<file path="src/rtl/multicycle_control_pkg.sv">
// multicycle_control_pkg
//   Shared MIPS constants for the multi-cycle control path: instruction
//   opcodes, FSM state encodings (4 bits, RESET=0 .. HALT=13), datapath mux
//   select codes and the control word driven by the decode sub-module.
//   No ports; imported by multicycle_control and multicycle_control_decode.
package multicycle_control_pkg;

    // Instruction opcodes, instruction[31:26]
    localparam logic [5:0] OP_RTYPE = 6'h00;
    localparam logic [5:0] OP_J     = 6'h02;
    localparam logic [5:0] OP_JAL   = 6'h03;
    localparam logic [5:0] OP_BEQ   = 6'h04;
    localparam logic [5:0] OP_BNE   = 6'h05;
    localparam logic [5:0] OP_ADDI  = 6'h08;
    localparam logic [5:0] OP_ORI   = 6'h0d;
    localparam logic [5:0] OP_LW    = 6'h23;
    localparam logic [5:0] OP_SW    = 6'h2b;

    // FSM states; the encoding is visible on the debug state port.
    typedef enum logic [3:0] {
        S_RESET    = 4'd0,
        S_FETCH    = 4'd1,
        S_DECODE   = 4'd2,
        S_MEM_ADDR = 4'd3,
        S_MEM_RD   = 4'd4,
        S_MEM_WB   = 4'd5,
        S_MEM_WR   = 4'd6,
        S_EXEC_R   = 4'd7,
        S_R_WB     = 4'd8,
        S_EXEC_I   = 4'd9,
        S_I_WB     = 4'd10,
        S_BRANCH   = 4'd11,
        S_JUMP     = 4'd12,
        S_HALT     = 4'd13
    } state_t;

    // ALU operation
    localparam logic [1:0] ALU_ADD   = 2'b00;
    localparam logic [1:0] ALU_SUB   = 2'b01;
    localparam logic [1:0] ALU_FUNCT = 2'b10;
    localparam logic [1:0] ALU_OR    = 2'b11;

    // PC source
    localparam logic [1:0] PC_SRC_ALU    = 2'b00;
    localparam logic [1:0] PC_SRC_ALUOUT = 2'b01;
    localparam logic [1:0] PC_SRC_JUMP   = 2'b10;

    // Write register select
    localparam logic [1:0] REG_DST_RT = 2'b00;
    localparam logic [1:0] REG_DST_RD = 2'b01;
    localparam logic [1:0] REG_DST_RA = 2'b10;

    // Write data select
    localparam logic [1:0] M2R_ALUOUT = 2'b00;
    localparam logic [1:0] M2R_MDR    = 2'b01;
    localparam logic [1:0] M2R_PC     = 2'b10;

    // ALU B operand select
    localparam logic [1:0] ALU_B_RT      = 2'b00;
    localparam logic [1:0] ALU_B_FOUR    = 2'b01;
    localparam logic [1:0] ALU_B_IMM     = 2'b10;
    localparam logic [1:0] ALU_B_IMM_SH2 = 2'b11;

    typedef struct packed {
        logic       pc_write;
        logic       pc_write_cond;
        logic       invert_zero;
        logic       iord;
        logic       mem_read;
        logic       mem_write;
        logic       ir_write;
        logic [1:0] reg_dst;
        logic [1:0] mem_to_reg;
        logic       reg_write;
        logic       alu_src_a;
        logic [1:0] alu_src_b;
        logic [1:0] alu_op;
        logic [1:0] pc_source;
        logic       halted;
    } ctrl_t;

endpackage

</file>
<file path="src/rtl/multicycle_control_decode.sv">
// multicycle_control_decode
//   Pure combinational map from FSM state, latched opcode and mem_ready to
//   the datapath control word. Unlisted fields of a state stay 0.
//   Ports:
//     state     in  current FSM state
//     op_q      in  opcode latched during DECODE
//     mem_ready in  memory handshake (only affects FETCH strobes)
//     ctrl      out control word
module multicycle_control_decode
    import multicycle_control_pkg::*;
(
    input  state_t     state,
    input  logic [5:0] op_q,
    input  logic       mem_ready,
    output ctrl_t      ctrl
);

    always_comb begin
        // NOTE: the whole word is cleared first so every path assigns every bit and no latch is inferred.
        ctrl = '0;
        case (state)
            S_FETCH: begin
                ctrl.mem_read  = 1'b1;
                ctrl.alu_src_b = ALU_B_FOUR;
                ctrl.alu_op    = ALU_ADD;
                ctrl.pc_source = PC_SRC_ALU;
                // IR and PC+4 are captured only in the cycle the read completes.
                ctrl.ir_write  = mem_ready;
                ctrl.pc_write  = mem_ready;
            end
            S_DECODE: begin
                // Speculative branch target into ALUOut.
                ctrl.alu_src_b = ALU_B_IMM_SH2;
                ctrl.alu_op    = ALU_ADD;
            end
            S_MEM_ADDR: begin
                ctrl.alu_src_a = 1'b1;
                ctrl.alu_src_b = ALU_B_IMM;
                ctrl.alu_op    = ALU_ADD;
            end
            S_MEM_RD: begin
                ctrl.mem_read = 1'b1;
                ctrl.iord     = 1'b1;
            end
            S_MEM_WB: begin
                ctrl.reg_write  = 1'b1;
                ctrl.reg_dst    = REG_DST_RT;
                ctrl.mem_to_reg = M2R_MDR;
            end
            S_MEM_WR: begin
                ctrl.mem_write = 1'b1;
                ctrl.iord      = 1'b1;
            end
            S_EXEC_R: begin
                ctrl.alu_src_a = 1'b1;
                ctrl.alu_src_b = ALU_B_RT;
                ctrl.alu_op    = ALU_FUNCT;
            end
            S_R_WB: begin
                ctrl.reg_write  = 1'b1;
                ctrl.reg_dst    = REG_DST_RD;
                ctrl.mem_to_reg = M2R_ALUOUT;
            end
            S_EXEC_I: begin
                ctrl.alu_src_a = 1'b1;
                ctrl.alu_src_b = ALU_B_IMM;
                ctrl.alu_op    = (op_q == OP_ORI) ? ALU_OR : ALU_ADD;
            end
            S_I_WB: begin
                ctrl.reg_write  = 1'b1;
                ctrl.reg_dst    = REG_DST_RT;
                ctrl.mem_to_reg = M2R_ALUOUT;
            end
            S_BRANCH: begin
                ctrl.alu_src_a     = 1'b1;
                ctrl.alu_src_b     = ALU_B_RT;
                ctrl.alu_op        = ALU_SUB;
                ctrl.pc_write_cond = 1'b1;
                ctrl.pc_source     = PC_SRC_ALUOUT;
                ctrl.invert_zero   = (op_q == OP_BNE);
            end
            S_JUMP: begin
                ctrl.pc_write  = 1'b1;
                ctrl.pc_source = PC_SRC_JUMP;
                if (op_q == OP_JAL) begin
                    // PC already holds PC+4 from FETCH, so it is the link value.
                    ctrl.reg_write  = 1'b1;
                    ctrl.reg_dst    = REG_DST_RA;
                    ctrl.mem_to_reg = M2R_PC;
                end
            end
            S_HALT:  ctrl.halted = 1'b1;
            default: ctrl = '0;
        endcase
    end

endmodule

</file>
<file path="src/rtl/multicycle_control.sv">
// multicycle_control
//   Multi-cycle MIPS sequencer: steps each instruction through fetch,
//   decode, execute, memory and writeback, sharing one memory port and one
//   ALU. Memory phases stretch while mem_ready is low.
//   Optional build macro MULTICYCLE_CONTROL_RETIRE_COUNT_EN adds a 32-bit
//   retired-instruction counter on port retired.
//   Ports:
//     clk, rst_n          clock, asynchronous active-low reset
//     opcode[5:0]         instruction[31:26] from the IR
//     mem_ready           memory completes the current access this cycle
//     pc_write, pc_write_cond, invert_zero, iord, mem_read, mem_write,
//     ir_write, reg_dst[1:0], mem_to_reg[1:0], reg_write, alu_src_a,
//     alu_src_b[1:0], alu_op[1:0], pc_source[1:0]   datapath controls
//     state[3:0]          current FSM state (debug)
//     halted              FSM is in HALT
//     retired[31:0]       retired instruction count (optional)
module multicycle_control
    import multicycle_control_pkg::*;
#(
    parameter bit HALT_ON_ILLEGAL = 1'b1
) (
    input  logic        clk,
    input  logic        rst_n,
    input  logic [5:0]  opcode,
    input  logic        mem_ready,
    output logic        pc_write,
    output logic        pc_write_cond,
    output logic        invert_zero,
    output logic        iord,
    output logic        mem_read,
    output logic        mem_write,
    output logic        ir_write,
    output logic [1:0]  reg_dst,
    output logic [1:0]  mem_to_reg,
    output logic        reg_write,
    output logic        alu_src_a,
    output logic [1:0]  alu_src_b,
    output logic [1:0]  alu_op,
    output logic [1:0]  pc_source,
    output logic [3:0]  state,
`ifdef MULTICYCLE_CONTROL_RETIRE_COUNT_EN
    output logic [31:0] retired,
`endif
    output logic        halted
);

    state_t     state_q;
    state_t     state_next;
    logic [5:0] op_q;
    ctrl_t      ctrl;

    always_ff @(posedge clk or negedge rst_n) begin
        // NOTE: sequential state uses <= so every flop samples pre-edge values.
        if (!rst_n) state_q <= S_RESET;
        else        state_q <= state_next;
    end

    // Opcode is captured on the DECODE edge so later states ignore the IR port.
    always_ff @(posedge clk or negedge rst_n) begin
        // NOTE: only a handful of flops, so reset them; a real memory array would not be reset.
        if (!rst_n)                   op_q <= '0;
        else if (state_q == S_DECODE) op_q <= opcode;
    end

    always_comb begin
        state_next = state_q;
        case (state_q)
            S_RESET:  state_next = S_FETCH;
            S_FETCH:  if (mem_ready) state_next = S_DECODE;
            S_DECODE: begin
                case (opcode)
                    OP_LW, OP_SW:      state_next = S_MEM_ADDR;
                    OP_RTYPE:          state_next = S_EXEC_R;
                    OP_ADDI, OP_ORI:   state_next = S_EXEC_I;
                    OP_BEQ, OP_BNE:    state_next = S_BRANCH;
                    OP_J, OP_JAL:      state_next = S_JUMP;
                    default:           state_next = HALT_ON_ILLEGAL ? S_HALT : S_FETCH;
                endcase
            end
            S_MEM_ADDR: state_next = (op_q == OP_LW) ? S_MEM_RD : S_MEM_WR;
            S_MEM_RD:   if (mem_ready) state_next = S_MEM_WB;
            S_MEM_WR:   if (mem_ready) state_next = S_FETCH;
            S_EXEC_R:   state_next = S_R_WB;
            S_EXEC_I:   state_next = S_I_WB;
            S_MEM_WB, S_R_WB, S_I_WB, S_BRANCH, S_JUMP: state_next = S_FETCH;
            S_HALT:     state_next = S_HALT;
            default:    state_next = S_RESET;
        endcase
    end

    multicycle_control_decode u_decode (
        .state     (state_q),
        .op_q      (op_q),
        .mem_ready (mem_ready),
        .ctrl      (ctrl)
    );

`ifdef MULTICYCLE_CONTROL_RETIRE_COUNT_EN
    // An instruction retires when its final state hands back to FETCH; the
    // illegal-as-NOP path (DECODE -> FETCH) is deliberately not counted.
    logic retire;
    assign retire = (state_next == S_FETCH) &&
                    (state_q inside {S_MEM_WB, S_MEM_WR, S_R_WB, S_I_WB, S_BRANCH, S_JUMP});

    always_ff @(posedge clk or negedge rst_n) begin
        if (!rst_n)      retired <= '0;
        else if (retire) retired <= retired + 32'd1;
    end
`endif

    assign pc_write      = ctrl.pc_write;
    assign pc_write_cond = ctrl.pc_write_cond;
    assign invert_zero   = ctrl.invert_zero;
    assign iord          = ctrl.iord;
    assign mem_read      = ctrl.mem_read;
    assign mem_write     = ctrl.mem_write;
    assign ir_write      = ctrl.ir_write;
    assign reg_dst       = ctrl.reg_dst;
    assign mem_to_reg    = ctrl.mem_to_reg;
    assign reg_write     = ctrl.reg_write;
    assign alu_src_a     = ctrl.alu_src_a;
    assign alu_src_b     = ctrl.alu_src_b;
    assign alu_op        = ctrl.alu_op;
    assign pc_source     = ctrl.pc_source;
    assign halted        = ctrl.halted;
    assign state         = state_q;

endmodule

</file>
<file path="config.mk">
export PLATFORM = sky130hd
export DESIGN_NAME = multicycle_control
export DESIGN_NICKNAME = d
export VERILOG_FILES = /design/src/rtl/multicycle_control_pkg.sv /design/src/rtl/multicycle_control_decode.sv /design/src/rtl/multicycle_control.sv
export SDC_FILE = /design/constraint.sdc
export NUM_CORES = 1
export LEC_CHECK = 0
export ABC_AREA = 0
export BUFFER_PORTS_ARGS = -buffer_cell sky130_fd_sc_hd__buf_2
export CORE_UTILIZATION = 43
export DETAILED_ROUTE_END_ITERATION = 8
export HOLD_SLACK_MARGIN = 0.12
export MAX_ROUTING_LAYER = met4
export PLACE_DENSITY = 0.75
export SYNTH_ARGS = -nofsm -noshare
export SYNTH_HDL_FRONTEND = slang
export SYNTH_SLANG_ARGS = --single-unit
</file>
<file path="constraint.sdc">
create_clock -name clk -period 1.4 [get_ports clk]
set_input_delay 0 -clock clk [delete_from_list [all_inputs] [get_ports clk]]
set_output_delay 0 -clock clk [all_outputs]
set_load 0.05 [all_outputs]
</file>
==> impl_metrics.ini, run 1 <==
[timing]
worst_path_end_type = primary output
worst_endpoint = reg_write

[synthesis]
syn_avg_cell_area_um2 = 8.22
syn_inst = 103
ys_seq_area_share_pct = 29.5
synth_nets = 112
synth_top_area_share_pct = 29.5
ys.warnings.count = 0
yosysTopAreaCell = dfrtp_1
ys_seq_elements = 10
syn_area_um2 = 847
yosys.cell_types.count = 39
synth_area_leaders = dfrtp_1, mux2_2, nand2b_1

[clock_network]
cts_buffers = 3
cts_buffer_depth = 2
clock-root-buffer = clkbuf_4
clock_sinks = 10
htree_levels = 1

[floorplanning]
rows = 15
start_util_pct = 47.5
die_w_um = 46.4
pin_count = 33
die_height_um = 46.4

[outcome]
error_message = [ERROR DPL-0038] Utilization greater than 100%, impossible to legalize
status = stopped before the end
lastStage = global routing (5_1_grt)

[placed_design]
port_buffers = 32
placed_area_um2 = 1280
gp_congestion = 0.829
dp_hpwl_mm = 1.90

[global_route]
grt_start_max_net_pins = 18
-- metrics by stage --
step	TNS (ps)	setup slack, ps	instances
after floorplan	-4600	-364	103
after global placement	-1380	-337	168
after detailed placement	-1520	-397	168
after CTS	-2570	-490	190
-- cells by family after synthesis --
family / count (synthesis) / synth area share, %
compound gates: 22 / 18.2
simple gates: 47 / 31.3
buf+inv: 13 / 7.24
mux: 9 / 11.7
flops: 10 / 29.5
xor+xnor: 2 / 2.07
-- cell usage after synthesis --
cell       n
nand3b_1   1
nand2b_1   7
buf_1      1
and3_1     2
nand3_1    2
nand2_1    8
or3b_1     1
nor4_1     2
a32oi_1    3
a22o_1     1
clkbuf_1   3
o22ai_1    1
dfrtp_1   10
o31ai_1    1
o211ai_1   2
buf_4      2
or3_1      2
mux2i_1    2
buf_2      4
a31oi_1    1
or3b_2     1
inv_1      3
nand4_1    1
nor2_1    10
mux2_2     7
a211oi_1   1
o22a_1     1
and3b_1    1
nor3_4     1
a21oi_1    7
nor3b_1    1
o21ai_0    1
o221ai_1   1
a32o_1     1
nor3_1     5
nor2b_1    1
or4_4      1
a31o_1     1
xnor2_1    2
-- what timing repair did --
action,CTS
setup buffers,9
hold buffers,9
endpoints found under the hold margin,18
pin swaps,9
gates resized for setup,56
setup endpoints to repair,26
==> inputs of run 2 (changes only) <==
- CORE_AREA: default -> 2 2 63 65
- CORE_UTILIZATION: 43 -> default
- DIE_AREA: default -> 0 0 65 67
- HOLD_SLACK_MARGIN: 0.12 -> default
- MAX_ROUTING_LAYER: met4 -> default
- PLACE_DENSITY: 0.75 -> default
- PLACE_DENSITY_LB_ADDON: default -> 0.15
- clock period: 1.4 -> 1.82 ns (I/O delays scaled with it)
==> run 2 against run 1 <==
  * The flow now finishes, with violations (setup timing)
  * Area after synthesis unchanged
  * Synthesized cell count unchanged
==> impl_metrics.ini, run 2 <==
[outcome]
status = finished, violations left
violations = setup timing

[pwr]
power_leakage_uw = 0.000533
peakVddDrop_mv = 0.383
p_per_area_nw_per_um2 = 2050
fin_total_pwr_uw = 2460

[clock_network]
post_cts_buffers = 0
worstSkewPairLatency_ps = 230
clk_pin_slew_worst_paths_ps = 50
clock_sinks = 10
clock-root-buffer = clkbuf_8
cts_buffer_depth = 2
cts_tree = built
htree_levels = 1
cts_buffers = 3

[setup_path]
crit_arrival_ps = 1870
r2r_start = state[3]$_DFFE_PN0P_
required_ps = 1820
crit_fanout = 3
r2r_slack_ps = 330
endpoint = reg_write
reg2reg_to = op_q[5]$_DFFE_PN0P_
crit_type = flip-flop to primary output
crit_start = op_q[4]$_DFFE_PN0P_
end_kind = primary output
crit_path_start_kind = flip-flop
reg2reg_depth = 3

[final_layout]
antenna_cells = 0
largest_reg_flops = 6
multi_input_area_um2 = 586
layout_common_cells = buf_2, nor2_1, nand2b_1, nand2_1, mux2_2
final_nets = 145
n_fill_cell = 385
largest-register = op_q
finish.instance_area_um2 = 1200
seqCellArea_um2 = 255
area_delta_synth_final_pct = 41.5
layout_commonest_cell = buf_2
instances_no_fill = 183
layout-drive-gt1-share_pct = 48.1

[flow_run]
drv_cap = 0

[placed_design]
gp_congestion = 0.777
placed_area_um2 = 1100
dp_hpwl_mm = 1.95
port_buffers = 32
post-place-cells = 178

[synthesis]
ys.warnings.count = 0
ys_top_cells_by_count = dfrtp_1, nor2_1, nand2_1
ys_seq_area_share_pct = 29.5
yosysTopAreaCell = dfrtp_1
synth_flop_cell = dfrtp_1
syn_area_um2 = 847
synth_edf_count = 0
synth-async-reset-ratio_pct = 100
syn_inst = 103
ys_seq_elements = 10
synth_top_area_share_pct = 29.5
yosys.cell_types.count = 39
syn_avg_cell_area_um2 = 8.22
synth_area_leaders = dfrtp_1, mux2_2, nand2b_1
synth_nets = 112

[floorplanning]
start_util_pct = 23.5
die_w_um = 65
core_um2 = 3610
die-area_um2 = 4360
die_height_um = 67
rows = 22
pin_count = 33

[timing]
clock_skew_ps = 1.53
layout_setup_ws_ps = -52.5
fin_setup_tns_ps = -52.5
grt_setup_unrepaired = yes
report.final.slew_viol_count = 0
tightest_slew_ps = 370
fin_crit_ps = 1870
fin_crit_sh_pct = 103
hold_viol_final = 0
max_slew_margin_pct = 75.2
setup_viol = 1
max_freq_mhz = 534

[drt]
wl_per_cell_um = 13.6
drt_iter0_markers = 37
wl_mm = 2.49
drtPass1Iterations = 4
vias = 890
drc = 0
viasPerCell = 4.86
final_antenna_net_count = 0

[global_route]
grt_usage_pct = 11.9
grt_overflow = 0
grt_pass1_vias = 828
grt_pass1_wl_mm = 4.08
grt_start_max_net_pins = 15
antenna_found_initial = 0

[hold_path]
min_path_type = primary input to flip-flop
run 2: cell counts after synthesis:
Identical to the previous run, type by type.
run 2: cell type report:
cell class / count / area share (%)
clock buffers: 4 / 4.59
inverters: 3 / 0.939
multi-input cells: 80 / 48.9
flip-flops and latches: 10 / 21.3
well taps: 48 / 5.01
repair buffers: 38 / 19.3
run 2: critical path: stages, from the launching register on:
cell,delay [ps]
dfrtp_1,390
or3b_4,410
or4_4,450
nand2_2,70
a31o_1,160
buf_6,160
run 2: repair_timing:
item / 4_1_cts / 5_1_grt
pin swaps: 4 / 0
endpoints found under the setup margin: 6 / 5
hold buffers: 1 / 0
hold endpoints to repair: 10 / 0
resized for setup: 7 / 4
run 2: through the flow:
step	setup WS (ps)	utilization, %	hold slack, ps
6_report	-52.5	33.2	84.2
2_1_floorplan	-209	-	-296
3_3_place_gp	75.0	30.5	-118
4_1_cts	-52.0	32.9	74.9
3_5_place_dp	46.3	30.5	-116
5_1_grt	-102	33.2	81.9
run 2: logic make-up after synthesis:
family | count (synthesis) | synth area share, %
xor gates and xnor gates | 2 | 2.07
buffers and inverters | 13 | 7.24
and+or+nand+nor | 47 | 31.3
DFF | 10 | 29.5
AOI/OAI and AO/OA | 22 | 18.2
muxes | 9 | 11.7
run 2: power by group:
group | total, µW | internal (µW) | switching [µW]
clock | 273 | 190 | 83.1
combinational | 1640 | 543 | 1100
sequential | 549 | 342 | 206
total | 2460 | 1080 | 1390
run 2: worst min path at each step:
stage               from              endpoint  slack, ps  depth (start not counted)
2_1_floorplan      rst_n   op_q[0]$_DFFE_PN0P_       -300                          0
3_3_place_gp       rst_n  state[2]$_DFFE_PN0P_       -120                          1
3_5_place_dp       rst_n  state[3]$_DFFE_PN0P_       -120                          1
4_1_cts        opcode[4]   op_q[4]$_DFFE_PN0P_         70                          2
5_1_grt        opcode[4]   op_q[4]$_DFFE_PN0P_         80                          2
6_report       opcode[0]   op_q[0]$_DFFE_PN0P_         80                          2
run 2: metal layers:
| layer | vias up | track usage (%) | routed length, µm |
|---|---|---|---|
| met3 | 4 | 2.20 | 133 |
| li1 | 440 | - | - |
| met1 | 412 | 16.3 | 1250 |
| met4 | 0 | 3.99 | 29 |
| met5 | - | 0 | 0 |
| met2 | 34 | 18.7 | 1070 |
No activity file was read; power rests on OpenSTA's default activity.
==> inputs of run 3 (changes only) <==
--- a/config.mk
+++ b/config.mk
@@ -12,4 +12,5 @@
 export DIE_AREA = 0 0 65 67
 export PLACE_DENSITY_LB_ADDON = 0.15
+export SLEW_MARGIN = 20
 export SYNTH_ARGS = -nofsm -noshare
 export SYNTH_HDL_FRONTEND = slang
==> constraint.sdc (replaced) <==
create_clock -name clk -period 1.82 [get_ports clk]
set_input_delay 0.182 -clock clk [delete_from_list [all_inputs] [get_ports clk]]
set_output_delay 0.182 -clock clk [all_outputs]
set_load 0.05 [all_outputs]
==> run 3 against run 2 <==
  * The run still ends with setup timing left
  * Die area stayed put
  * Highest routed layer unchanged
  * Total power is 12% higher
  * Critical path type unchanged
  * Sequential cell count stayed put
  * Global-route usage is 1.0 points higher
  * Combinational power is 23% higher
==> impl_metrics.ini, run 3 (synthesis gave the netlist of run 2 again) <==
[outcome]
status = finished, violations left
violations = setup timing

[drt]
vias = 940
final_antenna_net_count = 0
wl_per_cell_um = 13.4
viasPerCell = 4.87
wl_mm = 2.59
drtPass1Iterations = 4
drc = 0
drt_iter0_markers = 31

[timing]
fin_crit_sh_pct = 112
layout_setup_ws_ps = -215
fin_crit_ps = 2040
report.final.slew_viol_count = 0
hold_viol_final = 0
clock_skew_ps = 0.590
max_slew_margin_pct = 74.3
tightest_slew_ps = 384
max_freq_mhz = 491
grt_setup_unrepaired = yes
setup_viol = 6

[global_route]
grt_start_max_net_pins = 14
grt_usage_pct = 12.9
met2_usage_pct = 21.8
grt_overflow = 0
grt_use_met1_pct = 17.0
grt_use_met3_pct = 1.86
antenna_found_initial = 0
busiest_layer = met2
grt_pass1_vias = 920
grt_pass1_wl_mm = 4.40

[final_layout]
layout-drive-gt1-share_pct = 57.2
largest_reg_flops = 6
layout_common_cells = buf_2, buf_4, nand2_1, mux2_2
final_nets = 155
area_delta_synth_final_pct = 58.5
multi_input_area_um2 = 639
antenna_cells = 0
n_fill_cell = 399
instances_no_fill = 193
seqCellArea_um2 = 255
largest-register = op_q
layout_commonest_cell = buf_2

[floorplanning]
pin_count = 33
die-area_um2 = 4360
start_util_pct = 23.5
core_um2 = 3610
die_height_um = 67
rows = 22
die_w_um = 65

[setup_path]
required_ps = 1640
crit_arrival_ps = 1850
crit_path_start_kind = flip-flop
crit_fanout = 2
slowest_stage = or4_4
reg2reg_depth = 4
slowest_delay_ps = 450
end_kind = primary output
crit_type = flip-flop to primary output
path_cells = or3b_4, or4_4, nand2_2, a31o_4, buf_8
r2r_slack_ps = 180

[clock_network]
clock_sinks = 10
cts_buffers = 3
worstSkewPairLatency_ps = 230
clock-root-buffer = clkbuf_8
cts_tree = built
clk_pin_slew_worst_paths_ps = 50
htree_levels = 1
cts_buffer_depth = 2

[pwr]
peakVddDrop_mv = 0.542
fin_total_pwr_uw = 2750
power_leakage_uw = 0.000596
p_per_area_nw_per_um2 = 2050

[hold_path]
hold_depth = 2
min_path_type = primary input to flip-flop

[placed_design]
post-place-cells = 188
gp_congestion = 0.725
dp_hpwl_mm = 2.08
port_buffers = 32

[flow_run]
drv_cap = 0
-- run 3: final timing paths --
| path | startpoint | end |
|---|---|---|
| setup / recovery | op_q[5]$_DFFE_PN0P_ | reg_write |
| hold / removal | opcode[3] | op_q[3]$_DFFE_PN0P_ |
| setup reg to reg | state[1]$_DFFE_PN0P_ | op_q[4]$_DFFE_PN0P_ |
| hold reg to reg | op_q[1]$_DFFE_PN0P_ | op_q[1]$_DFFE_PN0P_ |
| max in group asynchronous | rst_n | state[1]$_DFFE_PN0P_ |
| min in group asynchronous | rst_n | state[0]$_DFFE_PN0P_ |
-- run 3: area by class of cell --
cell class | instances | area share, %
tap | 48 | 4.47
timing repair buffer | 48 | 24.0
sequential | 10 | 19.0
multi-input combinational | 80 | 47.6
clock buffer | 4 | 4.10
inverter | 3 | 0.839
-- run 3: critical path, delay by kind of cell, from the launching register on --
kind	cells	cell delay, ps
buf+inv	1	140
simple gates	3	940
flops	1	380
compound gates	1	150
-- run 3: per-stage QoR --
stage               util [%]  hold WS (ps)  area, µm²  setup slack, ps  setup TNS, ps
CTS                     36.9           251       1330             -219           -732
detailed placement      33.8          66.4       1220            -57.5           -153
global route            37.2           260       1340             -262          -1290
finish                  37.2           253       1340             -215           -771
global placement        33.8          64.6       1220            -30.1          -30.1
floorplan                  -          -114        956             -151           -564
-- run 3: metal layers --
metal  routed length [µm]  share of wire [%]  vias up
met1                 1230                 48      445
met4                   29                1.1        0
met5                    0                  0        -
met3                  137                5.3        4
met2                 1190                 46       28
li1                     -                  -      463
-- run 3: report_power, final --
group          total [µW]  switching, µW  internal [µW]  leakage, µW
clock                 280           89.3            190    0.0000288
combinational        2010           1280            726     0.000452
sequential            462            119            343     0.000116
-- run 3: repair_timing --
item	CTS	global route
setup buffers	0	0
setup endpoints to repair	6	9
hold buffers	1	0
gates resized for setup	14	4
pin swaps	0	1
endpoints found under the hold margin	10	0
